### src/rtl/player_damage_ctrl.sv
// -----------------------------------------------------------------------------
// player_damage_ctrl
//   Damage sequencer for a two-player game. Accepts collision hits while the
//   game is running, decrements lives, times the post-hit protection window on
//   the shared turbo_pulse tick, drives the blink / invulnerable flags to the
//   player draw logic, and declares game over and the winner.
//
// Ports
//   clk              in   1       system clock
//   resetN           in   1       async active-low reset
//   start_game       in   1       1-cycle pulse: reload lives, enter play
//   turbo_pulse      in   1       1-cycle timebase tick
//   hit_p1 / hit_p2  in   1       collision levels (may be held many cycles)
//   p1_lives/p2_lives out LIFE_W  remaining lives
//   p1_blink/p2_blink out 1       draw player inverted
//   p1_invulnerable/p2_invulnerable out 1  player ignores hits
//   game_over        out  1       game finished
//   winner           out  2       00 none, 01 p1, 10 p2, 11 draw
//
// All outputs come straight from registers.
// -----------------------------------------------------------------------------
module player_damage_ctrl #(
  parameter int LIVES_INIT  = 3,
  parameter int LIFE_W      = 2,
  parameter int PROT_PULSES = 10
) (
  input  logic              clk,
  input  logic              resetN,
  input  logic              start_game,
  input  logic              turbo_pulse,
  input  logic              hit_p1,
  input  logic              hit_p2,
  output logic [LIFE_W-1:0] p1_lives,
  output logic [LIFE_W-1:0] p2_lives,
  output logic              p1_blink,
  output logic              p2_blink,
  output logic              p1_invulnerable,
  output logic              p2_invulnerable,
  output logic              game_over,
  output logic [1:0]        winner
);

  localparam int CNT_W = 5;  // PROT_PULSES is at most 31

  localparam logic [LIFE_W-1:0] LIVES_LOAD = LIFE_W'(LIVES_INIT);
  localparam logic [CNT_W-1:0]  CNT_LAST   = CNT_W'(PROT_PULSES - 1);

  typedef enum logic [1:0] {
    G_IDLE,
    G_PLAY,
    G_OVER
  } game_state_t;

  typedef enum logic [1:0] {
    P_VULN,
    P_PROT,
    P_DEAD
  } plr_state_t;

  // Index 0 is player1, index 1 is player2.
  game_state_t       r_game_state, w_game_state;
  plr_state_t        r_plr_state  [2];
  plr_state_t        w_plr_state  [2];
  logic [CNT_W-1:0]  r_cnt        [2];
  logic [CNT_W-1:0]  w_cnt        [2];
  logic [LIFE_W-1:0] r_lives      [2];
  logic [LIFE_W-1:0] w_lives      [2];
  logic              r_blink      [2];
  logic              w_blink      [2];
  logic              r_inv        [2];
  logic              w_inv        [2];
  logic              r_game_over, w_game_over;
  logic [1:0]        r_winner,    w_winner;

  logic              w_hit        [2];
  logic              w_zero       [2];

  assign w_hit[0] = hit_p1;
  assign w_hit[1] = hit_p2;

  // ---------------------------------------------------------------------------
  // Next-state logic for the game SM and both player SMs.
  // ---------------------------------------------------------------------------
  always_comb begin
    // NOTE: every signal gets a default before any branch so no path leaves it
    // unassigned; otherwise synthesis would infer a latch to hold the old value.
    w_game_state = r_game_state;
    w_game_over  = r_game_over;
    w_winner     = r_winner;
    for (int i = 0; i < 2; i++) begin
      w_plr_state[i] = r_plr_state[i];
      w_cnt[i]       = r_cnt[i];
      w_lives[i]     = r_lives[i];
      w_blink[i]     = r_blink[i];
      w_inv[i]       = r_inv[i];
      w_zero[i]      = 1'b0;
    end

    if (start_game) begin
      // A new game overrides anything else happening this cycle, hits included.
      w_game_state = G_PLAY;
      w_game_over  = 1'b0;
      w_winner     = 2'b00;
      for (int i = 0; i < 2; i++) begin
        w_plr_state[i] = P_VULN;
        w_cnt[i]       = '0;
        w_lives[i]     = LIVES_LOAD;
        w_blink[i]     = 1'b0;
        w_inv[i]       = 1'b0;
      end
    end else begin
      for (int i = 0; i < 2; i++) begin
        unique case (r_plr_state[i])
          P_VULN: begin
            // A tick arriving with the hit is simply not counted: VULN ignores it.
            if (r_game_state == G_PLAY && w_hit[i]) begin
              w_lives[i] = r_lives[i] - LIFE_W'(1);
              w_cnt[i]   = '0;
              w_inv[i]   = 1'b1;
              if (r_lives[i] == LIFE_W'(1)) begin
                w_plr_state[i] = P_DEAD;
                w_blink[i]     = 1'b0;
              end else begin
                w_plr_state[i] = P_PROT;
                w_blink[i]     = 1'b1;
              end
            end
          end
          P_PROT: begin
            // Protection keeps timing even after game over so the survivor's
            // invulnerable flag still drops at the right moment.
            if (turbo_pulse) begin
              if (r_cnt[i] == CNT_LAST) begin
                w_plr_state[i] = P_VULN;
                w_cnt[i]       = '0;
                w_blink[i]     = 1'b0;
                w_inv[i]       = 1'b0;
              end else begin
                w_cnt[i]   = r_cnt[i] + CNT_W'(1);
                w_blink[i] = ~r_blink[i];
              end
            end
          end
          P_DEAD: begin
            w_blink[i] = 1'b0;
            w_inv[i]   = 1'b1;
          end
          default: begin
            w_plr_state[i] = P_VULN;
          end
        endcase
        w_zero[i] = (w_lives[i] == '0);
      end

      if (r_game_state == G_PLAY && (w_zero[0] || w_zero[1])) begin
        // Winner bits are {p1 out, p2 out}: p1 out -> p2 wins (10), and so on.
        w_game_state = G_OVER;
        w_game_over  = 1'b1;
        w_winner     = {w_zero[0], w_zero[1]};
      end

      // Nobody blinks once the game has ended, from the ending edge onward.
      if (w_game_state == G_OVER) begin
        w_blink[0] = 1'b0;
        w_blink[1] = 1'b0;
      end
    end
  end

  // ---------------------------------------------------------------------------
  // State registers.
  // ---------------------------------------------------------------------------
  always_ff @(posedge clk or negedge resetN) begin
    // NOTE: sequential state uses non-blocking (<=) so every register samples
    // the pre-edge values and simulation matches the synthesized flops.
    if (!resetN) begin
      r_game_state <= G_IDLE;
      r_game_over  <= 1'b0;
      r_winner     <= 2'b00;
      for (int i = 0; i < 2; i++) begin
        r_plr_state[i] <= P_VULN;
        r_cnt[i]       <= '0;
        r_lives[i]     <= LIVES_LOAD;
        r_blink[i]     <= 1'b0;
        r_inv[i]       <= 1'b0;
      end
    end else begin
      r_game_state <= w_game_state;
      r_game_over  <= w_game_over;
      r_winner     <= w_winner;
      for (int i = 0; i < 2; i++) begin
        r_plr_state[i] <= w_plr_state[i];
        r_cnt[i]       <= w_cnt[i];
        r_lives[i]     <= w_lives[i];
        r_blink[i]     <= w_blink[i];
        r_inv[i]       <= w_inv[i];
      end
    end
  end

  assign p1_lives        = r_lives[0];
  assign p2_lives        = r_lives[1];
  assign p1_blink        = r_blink[0];
  assign p2_blink        = r_blink[1];
  assign p1_invulnerable = r_inv[0];
  assign p2_invulnerable = r_inv[1];
  assign game_over       = r_game_over;
  assign winner          = r_winner;

endmodule

### config.mk
export PLATFORM = sky130hd
export DESIGN_NAME = player_damage_ctrl
export DESIGN_NICKNAME = d
export VERILOG_FILES = /design/src/rtl/player_damage_ctrl.sv
export SDC_FILE = /design/constraint.sdc
export NUM_CORES = 1
export LEC_CHECK = 0
export ABC_AREA = 1
export BUFFER_PORTS_ARGS = -buffer_cell sky130_fd_sc_hd__buf_2
export CAP_MARGIN = 20
export CORE_ASPECT_RATIO = 1.2
export CORE_MARGIN = 4
export CORE_UTILIZATION = 42
export CTS_CLUSTER_SIZE = 40
export DETAILED_ROUTE_END_ITERATION = 12
export GPL_TIMING_DRIVEN = 0
export MAX_ROUTING_LAYER = met4
export PLACE_DENSITY = 0.67
export RECOVER_POWER = 25
export SLEW_MARGIN = 5
export SYNTH_ARGS = -nofsm -noshare
export SYNTH_HDL_FRONTEND = slang
export SYNTH_SLANG_ARGS = --single-unit
### constraint.sdc
create_clock -name clk -period 3.2 [get_ports clk]
set_input_delay 0.48 -clock clk [delete_from_list [all_inputs] [get_ports clk]]
set_output_delay 0.48 -clock clk [all_outputs]
set_load 0.02 [all_outputs]
Word level (Yosys, flattened, before mapping)
Cells that the tools add are included.

cells by class
  add/subtract/negate cells = 4
  equal/unequal tests = 22
  muxes and demuxes = 55
  bitwise operators = 2
  reduce and logical (&&, ||, !) cells = 23

operator list
  operator                                                            count
  2-bit two-way mux                                                   22
  5-bit two-way mux                                                   6
  5-bit one-hot mux with 2 select lines                               2
  3-bit != test, second input constant                                6
  1-bit two-way mux                                                   16
  4-bit != test, second input constant                                4
  4-bit AND reduction                                                 4
  1-bit one-hot mux with 3 select lines                               4
  2-bit one-hot mux with 3 select lines                               2
  3-bit AND reduction                                                 4
  5-bit by 1-bit adder with 5-bit output, second input constant       2
  2-bit by 1-bit == test with 1-bit output, second input constant     5
  5-bit by 4-bit == test with 1-bit output, second input constant     2
  10-bit two-way mux                                                  1
  5-bit nonzero test                                                  2
  2-bit zero test                                                     4
  4-bit two-way mux                                                   2
  4-bit nonzero test                                                  2
  2-bit == test, second input constant                                3
  3-bit nonzero test                                                  2
  2-bit != test, second input constant                                2
  2-bit by 1-bit subtractor with 2-bit output, second input constant  2
  1-bit logical AND                                                   3
  1-bit NOT                                                           2
  other kinds (2)                                                     2

storage, ports and cells
  flip-flop bits (word level) = 27
  output and inout port bits = 11
  logic and storage cells = 119

Longest topological paths before layout
  word-level depth = 13
  mapped depth = 12
  mapped depth without buffers = 12

Worst setup path after synthesis
OpenSTA, ideal clock, no wires.

  kind = register -> register
  start = reg r_lives (netlist bit p2_lives[1])
  end = reg r_blink (netlist bit p1_blink)
  library setup time = 0.124 ns
  arrival time = 1.470 ns
  data required time = 3.076 ns
  setup slack = 1.605 ns
  stages on the path, launching flop included = 11
  path buffers = 0
  period minus slack after synthesis = 1.595 ns
  cells stage by stage = dfstp_2 > inv_1 > ha_1 > inv_1 > nand4_1 > nand2_1 > nand2_1 > nand2_1 > nand2_2 > o21ai_0 > nor2_1

on the way
  word-level cells in the longest chain between the ends = 12

RTL lines
  item                                                                RTL line  source
  from (decl)                                                         66        logic [LIFE_W-1:0] r_lives [2];
  from (signal, indexed assignment)                                   194       r_lives[i] <= w_lives[i];
  2-bit by 1-bit subtractor with 2-bit output                         117       w_lives[i] = r_lives[i] - LIFE_W'(1);
  2-bit two-way mux                                                   116       if (r_game_state == G_PLAY && w_hit[i]) begin
  2-bit two-way mux *                                                 113       unique case (r_plr_state[i])
  2-bit two-way mux *                                                 99        if (start_game) begin
  2-bit zero test *                                                   152       w_zero[i] = (w_lives[i] == '0);
  1-bit logical OR *                                                  155       if (r_game_state == G_PLAY && (w_zero[0] || w_zero[1])) begin
  1-bit logical AND *                                                 155
  2-bit two-way mux *                                                 155
  2-bit two-way mux *                                                 99
  2-bit == test *                                                     163       if (w_game_state == G_OVER) begin
  4-bit != test (no line), or another cell as far along               n/a
  3-bit AND reduction (no line) or 2-bit two-way mux (tied branches)  n/a
  to (signal, indexed assignment)                                     195       r_blink[i] <= w_blink[i];
  to (decl)                                                           68        logic r_blink [2];

Every way passes the cells marked *; elsewhere a longest branch is shown, timed or not. The select of a mux whose other input is x is not followed.
A chain may end at the register's enable or synchronous reset.

Worst setup path after layout
  start = reg r_plr_state[3] (netlist bit)
  end = reg r_blink (netlist bit p1_blink)

on the way
  word-level cells in the longest chain between the ends = 11

RTL lines
  item                                                                RTL line  source
  from (decl)                                                         62        plr_state_t r_plr_state [2];
  from (signal, indexed assignment)                                   192       r_plr_state[i] <= w_plr_state[i];
  2-bit zero test                                                     113
  2-bit two-way mux                                                   113
  2-bit two-way mux                                                   99
  2-bit zero test                                                     152
  1-bit logical OR                                                    155
  1-bit logical AND                                                   155
  2-bit two-way mux                                                   155
  2-bit two-way mux                                                   99
  2-bit == test                                                       163
  4-bit != test (no line), or another cell as far along               n/a
  3-bit AND reduction (no line) or 2-bit two-way mux (tied branches)  n/a

Several ways; a longest one is shown, not always the timed one. The select of a mux whose other input is x is not followed.

==> metrics.txt <==
# TYPE chip_impl_metric gauge
chip_impl_info{name="status",value="complete, no violations"} 1
chip_impl_metric{name="htreeDepth",unit=""} 1
chip_impl_info{name="synthMostInstantiatedCell",value="sky130_fd_sc_hd__nand2_1"} 1
chip_impl_metric{name="global_route_wire_length_before_repair",unit="um"} 5550
chip_impl_metric{name="timing.final.setup_violations",unit=""} 0
chip_impl_info{name="worstSetupPathType",value="register to register"} 1
chip_impl_metric{name="fill_cells",unit=""} 408
chip_impl_metric{name="worstPathArrival",unit="ns"} 1.86
chip_impl_info{name="cp_cell_sequence",value="inv_1 > ha_1 > inv_1 > nor2_1 > nand2_2 > nand2_1 > clkinv_1 > o21ai_2 > nor2_1 > nor2_1 > nor2_1"} 1
chip_impl_metric{name="final_layout_size_suffix_gt1_share",unit="%"} 16.2
chip_impl_info{name="synth_top_area_cell",value="sky130_fd_sc_hd__dfrtp_1"} 1
chip_impl_metric{name="grt_antenna_before_repair",unit=""} 0
chip_impl_metric{name="pre_cts_ws",unit="ns"} 1.51
chip_impl_metric{name="power",unit="mW"} 1.41
chip_impl_info{name="tritoncts_clock_tree",value="yes"} 1
chip_impl_metric{name="crit_fanout",unit=""} 5
chip_impl_metric{name="fp.dieArea",unit="um2"} 5060
chip_impl_info{name="crit_slowest_cell",value="sky130_fd_sc_hd__dfrtp_1"} 1
chip_impl_metric{name="post_layout_nonfiller_instances",unit=""} 287
chip_impl_metric{name="vdd_ir_drop_max",unit="uV"} 294
chip_impl_metric{name="total_clock_buffers_created_by_cts",unit=""} 3
chip_impl_metric{name="timing.fmax",unit="GHz"} 0.592
chip_impl_metric{name="asyncSetResetFlopFracSynth",unit="%"} 100
chip_impl_metric{name="vias_per_cell",unit=""} 4.72
chip_impl_metric{name="power.share.combinational",unit="%"} 49.4
chip_impl_metric{name="power.share.switching",unit="%"} 45.5
chip_impl_metric{name="worst-endpoint-required",unit="ns"} 3.37
chip_impl_info{name="path_common_cell",value="sky130_fd_sc_hd__nor2_1"} 1
chip_impl_info{name="cell_type_group_with_the_largest_total_delay_on_the_critical_path",value="simple AND/OR/NAND/NOR gates"} 1
chip_impl_metric{name="clock_insertion_delay_worst_skew",unit="ns"} 0.27
chip_impl_metric{name="stage_delay_of_the_slowest_cell_on_the_critical_path",unit="ns"} 0.41
chip_impl_metric{name="finalNetCount",unit=""} 254
chip_impl_info{name="ys_top_cells_by_count",value="sky130_fd_sc_hd__nand2_1, sky130_fd_sc_hd__inv_1, sky130_fd_sc_hd__nor2_1"} 1
chip_impl_metric{name="power_switching",unit="mW"} 0.644
chip_impl_metric{name="grt_start_max_net_pins",unit=""} 28
chip_impl_metric{name="timing.clock.skew",unit="ns"} 0.00365
chip_impl_metric{name="totalNegativeSetupSlack",unit="ns"} 0
chip_impl_metric{name="max_slew.worst_pin.slew",unit="ns"} 1.45
chip_impl_info{name="clockRootBuffer",value="sky130_fd_sc_hd__clkbuf_8"} 1
chip_impl_metric{name="synthDistinctLibCells",unit=""} 28
chip_impl_metric{name="hold_viol_final",unit=""} 0
chip_impl_metric{name="power_frac_clock",unit="%"} 14.1
chip_impl_metric{name="detail_route.wl_per_cell",unit="um"} 11.0
chip_impl_metric{name="place_congestion",unit=""} 0.760
chip_impl_metric{name="dr.first_iter.drc_count",unit=""} 75
chip_impl_metric{name="overflow_left_after_global_routing",unit=""} 0
chip_impl_metric{name="power.density_cell_area",unit="nW/um2"} 762
chip_impl_metric{name="syn_area",unit="um2"} 1670
chip_impl_metric{name="final.setup.worst_slack",unit="ns"} 1.51
chip_impl_metric{name="setup.reg_to_reg.worst_slack",unit="ns"} 1.51
chip_impl_metric{name="number_of_standard_cells_after_synthesis",unit=""} 216
chip_impl_metric{name="fin_crit",unit="ns"} 1.69
chip_impl_metric{name="max_cap_viol_count",unit=""} 0
chip_impl_metric{name="cts_num_sinks",unit=""} 27
chip_impl_info{name="rsz_0062_raised_after_global_routing",value="false"} 1
chip_impl_metric{name="finish.instance_area",unit="um2"} 1860
chip_impl_metric{name="drtAntennaViolNets",unit=""} 0
chip_impl_metric{name="rows",unit=""} 24
chip_impl_metric{name="n_antenna_cell",unit=""} 0
chip_impl_info{name="critical_path.startpoint_type",value="register"} 1
chip_impl_metric{name="yosysSeqAreaShare",unit="%"} 40.7
chip_impl_metric{name="worstPathBufferInverterCount",unit=""} 3
chip_impl_metric{name="dp_cells",unit=""} 283
chip_impl_metric{name="postSynthRegisterBits",unit=""} 27
chip_impl_metric{name="clk_pin_slew",unit="ns"} 0.10
chip_impl_metric{name="yosysTopAreaCellShare",unit="%"} 34.4
chip_impl_metric{name="area_growth_syn_to_layout",unit="%"} 11.1
chip_impl_metric{name="remaining_drc_errors",unit=""} 0
chip_impl_metric{name="grt_resource_usage_total",unit="%"} 13.9
chip_impl_metric{name="share_seq_of_total_power",unit="%"} 36.6
chip_impl_metric{name="routed_wl",unit="um"} 3160
chip_impl_metric{name="die-height",unit="um"} 77.1
chip_impl_metric{name="postSynthNetCount",unit=""} 234
chip_impl_metric{name="vias",unit=""} 1354
chip_impl_metric{name="cell_internal_pwr",unit="mW"} 0.771
chip_impl_metric{name="die_extent_in_x",unit="um"} 65.6
chip_impl_metric{name="final.period_utilization",unit="%"} 52.8
chip_impl_metric{name="leakage",unit="nW"} 0.989
chip_impl_metric{name="report.final.slew_viol_count",unit=""} 0
chip_impl_metric{name="core-area",unit="um2"} 3720
chip_impl_info{name="predominant_post_synthesis_flop_cell",value="sky130_fd_sc_hd__dfrtp_1"} 1
chip_impl_info{name="synthTopCellsByArea",value="sky130_fd_sc_hd__dfrtp_1, sky130_fd_sc_hd__nand2_1, sky130_fd_sc_hd__ha_1, sky130_fd_sc_hd__dfstp_2, sky130_fd_sc_hd__inv_1"} 1
chip_impl_metric{name="cts_resized",unit=""} 0
chip_impl_metric{name="first_global_vias",unit=""} 1279
chip_impl_info{name="worstSetupEndpointType",value="register"} 1
chip_impl_metric{name="timing.max_slew.rel_slack",unit="%"} 3.11
chip_impl_metric{name="detailedPlacementHpwl",unit="um"} 2420
chip_impl_metric{name="starting_density",unit="%"} 44.9
chip_impl_metric{name="post-cts-setup-buffers",unit=""} 0
chip_impl_metric{name="cts_hold_buffers",unit=""} 0
chip_impl_metric{name="synth_enable_flop_cells",unit=""} 0
chip_impl_info{name="timing.hold.worst.class",value="input pin to register"} 1
chip_impl_metric{name="port_buffers",unit=""} 15
chip_impl_metric{name="postSynthAreaPerCell",unit="um2"} 7.74
chip_impl_metric{name="placedInstanceArea",unit="um2"} 1810
chip_impl_metric{name="drt_pre_antenna_iters",unit=""} 4
chip_impl_metric{name="yosys_warnings",unit=""} 0
chip_impl_metric{name="clockBufferDepth",unit=""} 2
chip_impl_metric{name="ios",unit=""} 17
flip-flops by register name, indices dropped and copies added (netlist names), 2 cells and up:
name          flops
r_cnt            10
r_plr_state       4
p1_lives          2
p2_lives          2
r_game_state      2
winner            2
placed cells by master (no fill, tap or decap), types with 3 or more instances in the layout:
| master | n |
|---|---|
| sky130_fd_sc_hd__nand4_1 | 9 |
| sky130_fd_sc_hd__inv_1 | 28 |
| sky130_fd_sc_hd__inv_2 | 4 |
| sky130_fd_sc_hd__nor2_1 | 25 |
| sky130_fd_sc_hd__nand2_1 | 61 |
| sky130_fd_sc_hd__dfstp_2 | 4 |
| sky130_fd_sc_hd__nand3_1 | 10 |
| sky130_fd_sc_hd__clkbuf_8 | 3 |
| sky130_fd_sc_hd__ha_1 | 12 |
| sky130_fd_sc_hd__o21bai_1 | 4 |
| sky130_fd_sc_hd__a21oi_1 | 4 |
| sky130_fd_sc_hd__dfrtp_1 | 23 |
| sky130_fd_sc_hd__o21ai_0 | 5 |
| sky130_fd_sc_hd__nor3_1 | 3 |
| sky130_fd_sc_hd__buf_2 | 14 |
| sky130_fd_sc_hd__o21ai_1 | 3 |
| sky130_fd_sc_hd__nand2_2 | 3 |
routing by layer:
metal / up-vias / share of wire, % / track usage (%)
li1: 723 / - / -
met1: 614 / 49 / 18.5
met2: 13 / 47 / 22.7
met3: 4 / 2.2 / 1.46
met4: 0 / 1.1 / 3.11
met5: - / 0 / -
power by group through the flow:
| stage | clock network [mW] | logic (mW) | registers (mW) |
|---|---|---|---|
| final | 0.199 | 0.699 | 0.517 |
| after global routing | 0.215 | 0.800 | 0.530 |
| after CTS | 0.205 | 0.706 | 0.518 |
| after detailed placement | 0 | 0.702 | 0.524 |
| after global placement | 0 | 0.696 | 0.521 |
| after floorplan | 0 | 0.487 | 0.570 |
worst reg2reg max path: stages, from the launching register on:
cell                       delay, ns
sky130_fd_sc_hd__dfrtp_1        0.41
sky130_fd_sc_hd__inv_1          0.08
sky130_fd_sc_hd__ha_1           0.24
sky130_fd_sc_hd__inv_1          0.06
sky130_fd_sc_hd__nor2_1         0.20
sky130_fd_sc_hd__nand2_2        0.11
sky130_fd_sc_hd__nand2_1        0.09
sky130_fd_sc_hd__clkinv_1       0.11
sky130_fd_sc_hd__o21ai_2        0.08
sky130_fd_sc_hd__nor2_1         0.06
sky130_fd_sc_hd__nor2_1         0.09
sky130_fd_sc_hd__nor2_1         0.05
kinds of logic after synthesis:
family                   share of synthesized area [%]
XOR/XNOR                                          1.05
AND/OR/NAND/NOR                                   32.1
buffers and inverters                             8.38
flip-flops                                        40.7
AO/OA/AOI/OAI                                     8.76
adder cells (fa/ha/maj)                           8.98
path summary, 6_finish.rpt:
check,startpoint,endpoint,cells after the start
min in group asynchronous,resetN,r_cnt[2],1
worst min-delay path,start_game,game_over,2
max in group asynchronous,resetN,r_game_state[1],1
worst max-delay path,r_plr_state[3],p1_blink,11
worst min register to register,p2_invulnerable,p2_invulnerable,2
worst max register to register,r_plr_state[3],p1_blink,11
per-stage QoR:
stage,utilization (%),hold WS [ns]
after floorplan,-,0.184
after global placement,48.7,0.461
after detailed placement,48.7,0.460
after CTS,49.9,0.231
after global routing,49.9,0.456
final,49.9,0.439
layout make-up:
type	instances	area (um2)	area share, %
flip-flops and latches	27	681	36.7
clock inverters	1	5.00	0.270
multi-input cells	153	851	45.8
inverters	34	129	6.94
repair buffers	15	73.8	3.98
plain buffers	2	11.3	0.606
well taps	52	65.1	3.50
clock buffers	3	41.3	2.22
(Power assumes the default switching activity.)
